--- src/rtl/rtu_rsp_pkg.sv ---
// Shared constants, entry layout and helpers for the RTU response dispatcher.
package rtu_rsp_pkg;

  localparam int unsigned c_num_ports  = 7;
  localparam int unsigned c_prio_width = 3;

  // Entry layout for the default configuration; queues store the same packing flattened.
  typedef struct packed {
    logic [c_num_ports-1:0]  mask;
    logic                    drop;
    logic [c_prio_width-1:0] prio;
  } t_rtu_rsp;

  function automatic int unsigned f_log2_ceil(input int unsigned x);
    int unsigned r;
    r = 0;
    for (int unsigned i = 0; i < 32; i++) begin
      if ((32'd1 << i) < x) r = i + 1;
    end
    return r;
  endfunction

endpackage

--- src/rtl/rtu_rsp_port_fifo.sv ---
// Single-port response queue: circular buffer with occupancy counter and head data out.
module rtu_rsp_port_fifo
  import rtu_rsp_pkg::*;
#(
  parameter int unsigned g_depth = 4,
  parameter int unsigned g_width = 11
) (
  input  logic               clk_i,
  input  logic               rst_n_i,
  input  logic               push_i,
  input  logic               pop_i,
  input  logic [g_width-1:0] data_i,
  output logic [g_width-1:0] data_o,
  output logic               full_o,
  output logic               empty_o
);

  localparam int unsigned PtrW = f_log2_ceil(g_depth);

  logic [g_width-1:0] mem_q [g_depth];
  logic [PtrW-1:0]    wr_ptr_q, wr_ptr_d;
  logic [PtrW-1:0]    rd_ptr_q, rd_ptr_d;
  logic [PtrW:0]      count_q, count_d;
  logic [PtrW-1:0]    last_ptr;
  logic               push_en, pop_en;

  assign full_o  = (count_q == (PtrW+1)'(g_depth));
  assign empty_o = (count_q == '0);
  assign push_en = push_i & ~full_o;
  assign pop_en  = pop_i & ~empty_o;

  always_comb begin
    wr_ptr_d = wr_ptr_q;
    rd_ptr_d = rd_ptr_q;
    count_d  = count_q;
    if (push_en) wr_ptr_d = wr_ptr_q + 1'b1;
    if (pop_en)  rd_ptr_d = rd_ptr_q + 1'b1;
    unique case ({push_en, pop_en})
      2'b10:   count_d = count_q + 1'b1;
      2'b01:   count_d = count_q - 1'b1;
      default: count_d = count_q;
    endcase
  end

  always_ff @(posedge clk_i) begin
    if (!rst_n_i) begin
      wr_ptr_q <= '0;
      rd_ptr_q <= '0;
      count_q  <= '0;
      for (int unsigned i = 0; i < g_depth; i++) mem_q[i] <= '0;
    end else begin
      wr_ptr_q <= wr_ptr_d;
      rd_ptr_q <= rd_ptr_d;
      count_q  <= count_d;
      if (push_en) mem_q[wr_ptr_q] <= data_i;
    end
  end

  // When empty, keep showing the most recently popped entry so outputs hold.
  assign last_ptr = rd_ptr_q - 1'b1;
  assign data_o   = empty_o ? mem_q[last_ptr] : mem_q[rd_ptr_q];

endmodule

--- src/rtl/rtu_rsp_dispatcher.sv ---
// Queues RTU lookup results per ingress port and presents them on per-port valid/ack channels.
// Optional: define RTU_RSP_MASK_SELF_EN to clear the ingress port's own bit from stored masks.
module rtu_rsp_dispatcher
  import rtu_rsp_pkg::*;
#(
  parameter int unsigned g_num_ports  = c_num_ports,
  parameter int unsigned g_prio_width = c_prio_width,
  parameter int unsigned g_fifo_depth = 4
) (
  input  logic                                clk_i,
  input  logic                                rst_n_i,
  input  logic                                req_valid_i,
  output logic                                req_ready_o,
  input  logic [2:0]                          req_port_i,
  input  logic [g_num_ports-1:0]              req_mask_i,
  input  logic                                req_drop_i,
  input  logic [g_prio_width-1:0]             req_prio_i,
  output logic [g_num_ports-1:0]              rtu_rsp_valid_o,
  input  logic [g_num_ports-1:0]              rtu_rsp_ack_i,
  output logic [g_num_ports*g_num_ports-1:0]  rtu_dst_port_mask_o,
  output logic [g_num_ports-1:0]              rtu_drop_o,
  output logic [g_num_ports*g_prio_width-1:0] rtu_prio_o,
  output logic                                bad_port_o
);

  localparam int unsigned EntryW = g_num_ports + 1 + g_prio_width;

  logic                   port_ok;
  logic                   accept;
  logic [g_num_ports-1:0] full, empty, push, pop;
  logic [g_num_ports-1:0] mask_in;
  logic [EntryW-1:0]      entry_in;
  logic [EntryW-1:0]      head [g_num_ports];
  logic                   bad_port_q, bad_port_d;

  assign port_ok = (32'(req_port_i) < g_num_ports);

  // Out-of-range requests are always accepted so the engine never stalls on them.
  assign req_ready_o = port_ok ? ~full[req_port_i] : 1'b1;
  assign accept      = req_valid_i & req_ready_o;

  always_comb begin
    mask_in = req_mask_i;
`ifdef RTU_RSP_MASK_SELF_EN
    for (int unsigned i = 0; i < g_num_ports; i++) begin
      if (32'(req_port_i) == i) mask_in[i] = 1'b0;
    end
`endif
  end

  assign entry_in = {mask_in, req_drop_i, req_prio_i};
  assign pop      = rtu_rsp_ack_i & ~empty;

  for (genvar p = 0; p < g_num_ports; p++) begin : g_port
    assign push[p] = accept & port_ok & (32'(req_port_i) == p);

    rtu_rsp_port_fifo #(
      .g_depth (g_fifo_depth),
      .g_width (EntryW)
    ) u_fifo (
      .clk_i   (clk_i),
      .rst_n_i (rst_n_i),
      .push_i  (push[p]),
      .pop_i   (pop[p]),
      .data_i  (entry_in),
      .data_o  (head[p]),
      .full_o  (full[p]),
      .empty_o (empty[p])
    );

    assign rtu_rsp_valid_o[p]                           = ~empty[p];
    assign rtu_dst_port_mask_o[p*g_num_ports +: g_num_ports] =
        head[p][EntryW-1 -: g_num_ports];
    assign rtu_drop_o[p]                                = head[p][g_prio_width];
    assign rtu_prio_o[p*g_prio_width +: g_prio_width]   = head[p][g_prio_width-1:0];
  end

  assign bad_port_d = accept & ~port_ok;

  always_ff @(posedge clk_i) begin
    if (!rst_n_i) bad_port_q <= 1'b0;
    else          bad_port_q <= bad_port_d;
  end

  assign bad_port_o = bad_port_q;

endmodule
--- config.mk ---
export PLATFORM = sky130hd
export DESIGN_NAME = rtu_rsp_dispatcher
export DESIGN_NICKNAME = d
export VERILOG_FILES = /design/src/rtl/rtu_rsp_pkg.sv /design/src/rtl/rtu_rsp_port_fifo.sv /design/src/rtl/rtu_rsp_dispatcher.sv
export SDC_FILE = /design/constraint.sdc
export NUM_CORES = 1
export LEC_CHECK = 0
export CAP_MARGIN = 0
export CELL_PAD_IN_SITES_DETAIL_PLACEMENT = 1
export CELL_PAD_IN_SITES_GLOBAL_PLACEMENT = 2
export CORE_UTILIZATION = 43
export CTS_CLUSTER_SIZE = 10
export DETAILED_ROUTE_END_ITERATION = 7
export PLACE_DENSITY = 0.78
export SLEW_MARGIN = 20
export SYNTH_ARGS = -nofsm -noshare
export SYNTH_HDL_FRONTEND = slang
export SYNTH_SLANG_ARGS = --single-unit
--- constraint.sdc ---
create_clock -name clk_i -period 3.1 [get_ports clk_i]
set_clock_uncertainty 0.05 [all_clocks]
set_input_delay 0.465 -clock clk_i [delete_from_list [all_inputs] [get_ports clk_i]]
set_output_delay 0.465 -clock clk_i [all_outputs]
set_load 0.02 [all_outputs]
==> qor.tcl, run 1 <==
set qor(timing.max_slew.rel_slack) 0.506
set qor(post_cts_hold_buffer_count) 0
set qor(holdCritStartpoint) {g_port[3].u_fifo.count_q[2]}
set qor(worst_path_most_repeated_cell) {nand2_1}
set qor(synth_seq_area_share) 0.550
set qor(cp_cell_instances) {mux4_2 > nand2_1 > nand2_1 > clkdlybuf4s50_1}
set qor(area_of_combinational_cells_with_multiple_inputs_sq_um) 8050
set qor(grt_setup_unrepaired) {false}
set qor(num-fill-cells) 4420
set qor(cts.sinks) 372
set qor(count_of_flip_flops_with_a_built_in_enable_after_synthesis) 308
set qor(layout.cells.most_common) {and2_1}
set qor(critical-path-max-stage-delay_ns) 0.77
set qor(post_cts_buffers) 0
set qor(groute.usage.overall) 0.235
set qor(floorplan.io_pins) 110
set qor(row_count) 76
set qor(cellPowerDensity_nw_per_um2) 563
set qor(pre_cts_slack_ns) -0.0220
set qor(worstReg2RegStart) {g_port[2].u_fifo.count_q[0]}
set qor(worstPathRequired_ns) 2.58
set qor(viasPerCell) 5.41
set qor(global_route_wire_length_before_repair_um) 78500
set qor(run_status) {finished, final reports clean}
set qor(timing_worst_setup_path_type) {flop to output pin}
set qor(first_global_vias) 13300
set qor(clk_pin_slew_worst_paths_ns) 0.06
set qor(clock_tree.buffer_depth) 3
set qor(timing.critical_path.arrival_ns) 2.51
set qor(total_number_of_vias) 12200
set qor(fin_nets) 1682
set qor(effective_utilization_at_floorplan) 0.440
set qor(first_iter_violations) 668
set qor(grt_antenna_before_repair) 1
set qor(synthArstFlopShare) 0
set qor(syn_area_per_cell_sq_um) 13.0
set qor(port_buffers) 109
set qor(drc) 0
set qor(drive_gt1_frac) 0.201
set qor(cp_top_family) {flip-flops}
set qor(setup_viol_count_final) 0
set qor(regToRegEndpoint) {g_port[2].u_fifo.count_q[2]}
set qor(synth.net_count) 1515
set qor(cp_slowest_cell) {dfxtp_1}
set qor(tightestPinTransition_ns) 0.738
set qor(numCtsBuffers) 44
set qor(vertical_die_dimension_um) 213
set qor(synth_cell_types) 47
set qor(cts-root-buf) {clkbuf_16}
set qor(synthesis.area_sq_um) 19200
set qor(final_max_slew_viol_count) 0
set qor(register_bit_count_reported_by_yosys) 372
set qor(timing.critical_path.to_type) {output pin}
set qor(iteration_count_of_the_initial_detailed_routing_pass) 7
set qor(final_cell_area_sq_um) 22700
set qor(globalRoute.totalOverflow) 0
set qor(whs_path_depth) 2
set qor(min-delay-path-class) {flop to flop}
set qor(critPathLaunchType) {flop}
set qor(max_clock_freq_mhz) 330
set qor(crit_buf_inv) 1
set qor(drt_wl_total_um) 51100
set qor(postLayoutCoreUtil) 0.522
set qor(clk_latency_ns) 0.57
set qor(final_critical_path_setup_slack_ns) 0.0709
set qor(finalCritPeriodShare) 0.977
set qor(cts.repair.resized) 4
set qor(floorplan.die.width_um) 213
set qor(final_hold_viol_count) 0
set qor(die_area_sq_um) 45400
set qor(placer_congestion) 0.804
set qor(finalWorstPathRequiredPeriod_ns) 3.03
set qor(syn_to_final_growth_pct) 18.6
set qor(max_cap_violations) 0
set qor(register_area_sq_um) 10500
set qor(worst-r2r-setup-slack_ns) 0.49
set qor(ir_worst_vdd_mv) 0.327
set qor(hold_ws_ns) 0.455
set qor(cell_area_after_placement_sq_um) 21400
set qor(post_synth_inst_count) 1477
set qor(whs_endpoint) {g_port[3].u_fifo.count_q[2]}
set qor(drt-wirelength-per-cell_um) 22.6
set qor(post-layout-total-power_mw) 12.8
set qor(cp_num_cells) 4
set qor(core_area_sq_um) 43600
set qor(grt_max_degree) 29
set qor(mostFrequentLayoutCells) {317 x and2_1, 308 x edfxtp_1, 244 x nand2_1}
set qor(reg2reg_depth) 9
set qor(worst_path_fanout_max) 11
set qor(synthesis_warnings) 0
set qor(dp_hpwl_um) 33900
set qor(p_leak_nw) 8.41
set qor(cts_tree) {built}
set qor(detail-route-antenna-nets) 0
set qor(synth_ff_type) {edfxtp_1}
set qor(htree_num_levels) 2
==> cells in the mapped netlist, types with 2 or more instances <==
master | count | area [sq um]
o21ai_0 | 24 | 120
nor2_1 | 58 | 218
nor3b_2 | 6 | 75.1
and2_1 | 317 | 1980
and3_1 | 2 | 12.5
buf_1 | 11 | 41.3
and3b_1 | 3 | 26.3
xor2_1 | 22 | 193
edfxtp_1 | 308 | 9250
inv_1 | 38 | 143
or3_1 | 7 | 43.8
xnor2_1 | 13 | 114
ha_1 | 7 | 87.6
a21oi_1 | 15 | 75.1
a21o_1 | 4 | 30.0
dfxtp_1 | 64 | 1280
nor3_1 | 20 | 100
clkbuf_2 | 11 | 55.1
nand2_1 | 244 | 916
a22oi_1 | 2 | 15.0
fa_1 | 7 | 140
buf_2 | 19 | 95.1
nor4_1 | 6 | 37.5
nor3b_1 | 5 | 37.5
nand2b_1 | 17 | 106
buf_4 | 2 | 15.0
nand3_1 | 10 | 50.1
mux4_2 | 154 | 3470
a41o_1 | 2 | 20.0
clkbuf_1 | 60 | 225
or3b_2 | 2 | 17.5
nor4_2 | 2 | 25.0
==> kinds of logic (layout without fill, tap and decap cells) <==
family | count (synthesis) | after routing | synth area share
muxes | 154 | 154 | 0.181
DFF | 372 | 372 | 0.550
other | 0 | 1 | 0
and+or+nand+nor | 707 | 707 | 0.195
xor gates and xnor gates | 35 | 35 | 0.0160
buffers and inverters | 143 | 344 | 0.0308
adders and majority gates | 14 | 14 | 0.0119
AOI/OAI and AO/OA | 52 | 52 | 0.0161
==> how the worst max path moves through the flow <==
stage / startpoint / end / slack (ns)
6_report: flop / rtu_dst_port_mask_o[35] / 0.07
5_1_grt: flop / rtu_dst_port_mask_o[37] / 0.02
4_1_cts: flop / rtu_dst_port_mask_o[39] / 0.03
3_5_place_dp: req_port_i[0] / req_ready_o / -0.02
3_3_place_gp: req_port_i[0] / req_ready_o / -0.02
2_1_floorplan: req_port_i[1] / g_port[5].u_fifo.mem_q[2][0] / 0.41
==> sequential cells by signal (all words and copies together) (netlist names), named ones only <==
name and flops:
bad_port_o 1, g_port.u_fifo.wr_ptr_q 14, g_port.u_fifo.mem_q 308, g_port.u_fifo.count_q 21
g_port.u_fifo.rd_ptr_q 14
==> metrics by stage <==
stage	setup TNS, ns	cells
2_1_floorplan	0	1477
3_3_place_gp	-0.0159	2183
3_5_place_dp	-0.0220	2183
4_1_cts	0	2263
5_1_grt	0	2264
6_report	0	2264
==> worst min-delay path: cells and delay by family (launching register included) <==
kind | cells | cell delay [ns]
AO/OA/AOI/OAI | 2 | 0.13
flip-flops | 1 | 0.32
==> routing by layer <==
layer / GRT usage / wire length (um) / vias up
met5: 0 / 0 / -
li1: - / - / 5607
met2: 0.420 / 26800 / 236
met1: 0.289 / 20800 / 6333
met4: 0.0853 / 1450 / 0
met3: 0.0325 / 2080 / 70
==> report_power, final <==
group	internal (mW)	switching, mW	total (mW)
clock network	2.77	1.97	4.75
registers	5.61	0.178	5.79
logic	1.01	1.25	2.26
total	9.39	3.40	12.8
==> final cells by class <==
type | count | share of cell area
flip-flops and latches | 372 | 0.464
multi-input cells | 962 | 0.355
repair buffers | 225 | 0.0865
clock buffers | 80 | 0.0567
well taps | 585 | 0.0322
inverters | 39 | 0.00644
diodes | 1 | 0.000110
Power figures use the tool's default switching activity.
==> run 2: changes to the inputs <==
- GPL_TIMING_DRIVEN: default -> 0
==> qor.tcl, run 2 (synthesis gave the netlist of run 1 again) <==
set qor(vertical_die_dimension_um) 213 ;# unchanged
set qor(hold_ws_ns) 0.468 ;# +0.0126 ns
set qor(critPathLaunchType) {flop}
set qor(internal-power_mw) 9.35 ;# -0.43%
set qor(numCtsBuffers) 44 ;# unchanged
set qor(ir_worst_vdd_mv) 0.402 ;# +23%
set qor(final_max_slew_viol_count) 0 ;# unchanged
set qor(timing.max_slew.rel_slack) 0.289 ;# -0.217
set qor(cell_area_after_placement_sq_um) 21100 ;# -1.5%
set qor(globalRoute.totalOverflow) 0 ;# unchanged
set qor(tightestPinTransition_ns) 1.07 ;# +0.328 ns
set qor(layoutNonFillerInstCount) 2256 ;# -0.35%
set qor(finalWorstPathRequiredPeriod_ns) 3.15 ;# +0.116 ns
set qor(drt_wl_total_um) 58500 ;# +14%
set qor(final_critical_path_setup_slack_ns) -0.0452 ;# -0.116 ns
set qor(critical-path-max-stage-delay_ns) 0.71 ;# -0.06 ns
set qor(detail-route-antenna-nets) 0 ;# unchanged
set qor(post_cts_hold_buffer_count) 0 ;# unchanged
set qor(htree_num_levels) 2 ;# unchanged
set qor(first_global_vias) 13500 ;# +1.3%
set qor(core_area_sq_um) 43600 ;# unchanged
set qor(grt_max_degree) 12 ;# -59%
set qor(worstPathRequired_ns) 2.58 ;# about the same
set qor(p_leak_nw) 8.23 ;# -2.1%
set qor(floorplan.io_pins) 110 ;# unchanged
set qor(cp_cell_instances) {nor3b_1 > or2_1 > o2111ai_1 > dlygate4sd2_1}
set qor(switching_share) 0.274 ;# +0.00805
set qor(largest_register) {g_port.u_fifo.mem_q}
set qor(cts-root-buf) {clkbuf_16}
set qor(timing.critical_path.to_type) {output pin}
set qor(grt_antenna_before_repair) 8 ;# +7
set qor(global_route_wire_length_before_repair_um) 86000 ;# +9.5%
set qor(first_iter_violations) 837 ;# +25%
set qor(share_seq_of_total_power) 0.448 ;# -0.004
set qor(drive_gt1_frac) 0.190 ;# -0.0115
set qor(pre_cts_slack_ns) -0.776 ;# -0.754 ns
set qor(final_hold_viol_count) 0 ;# unchanged
set qor(clk_pin_slew_worst_paths_ns) 0.06 ;# about the same
set qor(row_count) 76 ;# unchanged
set qor(drt-wirelength-per-cell_um) 25.9 ;# +15%
set qor(max_cap_violations) 0 ;# unchanged
set qor(failed_checks) {setup timing}
set qor(port_buffers) 109 ;# unchanged
set qor(total_number_of_vias) 12500 ;# +2.5%
set qor(mostFrequentLayoutCells) {317 x and2_1, 308 x edfxtp_1, 244 x nand2_1}
set qor(worst_path_fanout_max) 5 ;# -6
set qor(clk_latency_ns) 0.58 ;# about the same
set qor(run_status) {complete, but fails checks}
set qor(max_clock_freq_mhz) 318 ;# -3.7%
set qor(combPwrFrac) 0.181 ;# +0.004
set qor(dp_hpwl_um) 38800 ;# +15%
set qor(fin_nets) 1675 ;# -0.42%
set qor(cts_tree) {built}
set qor(power.switching_mw) 3.53 ;# +3.7%
set qor(layout.cells.most_common) {and2_1}
set qor(final_cell_area_sq_um) 22500 ;# -0.82%
set qor(iteration_count_of_the_initial_detailed_routing_pass) 4 ;# -3
set qor(drc) 0 ;# unchanged
set qor(tns_ns) -0.0452 ;# -0.0452 ns
set qor(min-delay-path-class) {flop to flop}
set qor(worst-r2r-setup-slack_ns) 0.07 ;# -0.42 ns
set qor(finalCritPeriodShare) 1.01 ;# +0.0374
set qor(timing_worst_setup_path_type) {flop to output pin}
set qor(cellPowerDensity_nw_per_um2) 572 ;# +1.5%
set qor(clock_tree.buffer_depth) 3 ;# unchanged
set qor(placer_congestion) 0.787 ;# -2.1%
set qor(syn_to_final_growth_pct) 17.6
set qor(viasPerCell) 5.56 ;# +2.8%
set qor(cts.sinks) 372 ;# unchanged
set qor(setup_viol_count_final) 1 ;# +1
set qor(effective_utilization_at_floorplan) 0.440 ;# unchanged
set qor(groute.usage.overall) 0.267 ;# +0.0321
set qor(cp_slowest_cell) {nor3b_1}
set qor(post-layout-total-power_mw) 12.9 ;# +0.67%
set qor(timing.critical_path.arrival_ns) 2.63 ;# +0.12 ns
set qor(grt_setup_unrepaired) {false}
set qor(largest_register_ff_count) 308 ;# unchanged
set qor(postLayoutCoreUtil) 0.517 ;# -0.00428
set qor(reg.largest.list) {g_port.u_fifo.mem_q (308), g_port.u_fifo.count_q (21)}
set qor(die_area_sq_um) 45400 ;# unchanged
set qor(floorplan.die.width_um) 213 ;# unchanged
set qor(power.share.clock) 0.371 ;# about the same
set qor(number_of_placed_instances_taps_included) 2176 ;# -0.32%
==> run 2: changes by cell type in the layout (fill, tap and decap cells not counted), sizes merged <==
cell    before  now
clkinv       0    1
buf        116   38
clkbuf      80  148
diode        1    2
==> run 2: per-layer routing <==
layer	track usage	routed length, um	vias up
met5	0	13	-
met4	0.0997	1820	2
met3	0.0312	2440	97
met2	0.452	28900	312
met1	0.354	25300	6526
li1	-	-	5611
==> run 2: power by group through the flow <==
stage / Sequential (mW) / Combinational, mW / Clock [mW]
final: 5.77 / 2.34 / 4.78
after global routing: 5.80 / 2.50 / 5.01
after CTS: 5.77 / 2.36 / 4.83
after detailed placement: 5.86 / 2.32 / 0
after global placement: 5.85 / 2.27 / 0
after floorplan: 5.80 / 1.34 / 0
==> run 2: critical path, delay by kind of cell, from the launching register on <==
family / cells / cell delay [ns]
buf+inv: 1 / 0.39
flops: 1 / 0.37
simple gates: 2 / 1.04
compound gates: 1 / 0.25
==> run 2: what timing repair did <==
action / in CTS / in global routing
pin swaps: 0 / 1
gates cloned: 0 / 0
endpoints found under the setup margin: 89 / 47
buffers inserted: 0 / 0
resized for setup: 53 / 20
==> run 2: final cells by class <==
type	instances	area, sq um
clock buffer	77	1280
buffer	104	541
antenna	2	5.00
clock inverter	1	3.75
fill	4508	21000
inverter	39	146
sequential	372	10500
tap	585	732
timing repair buffer	114	1130
multi-input combinational	962	8160
==> run 2: path summary, 6_finish.rpt <==
path	startpoint	end	cells after the start
setup / recovery	g_port[5].u_fifo.count_q[2]	req_ready_o	4
hold / removal	g_port[6].u_fifo.count_q[2]	g_port[6].u_fifo.count_q[2]	2
setup reg to reg	g_port[5].u_fifo.count_q[2]	g_port[5].u_fifo.count_q[2]	9
hold reg to reg	g_port[6].u_fifo.count_q[2]	g_port[6].u_fifo.count_q[2]	2
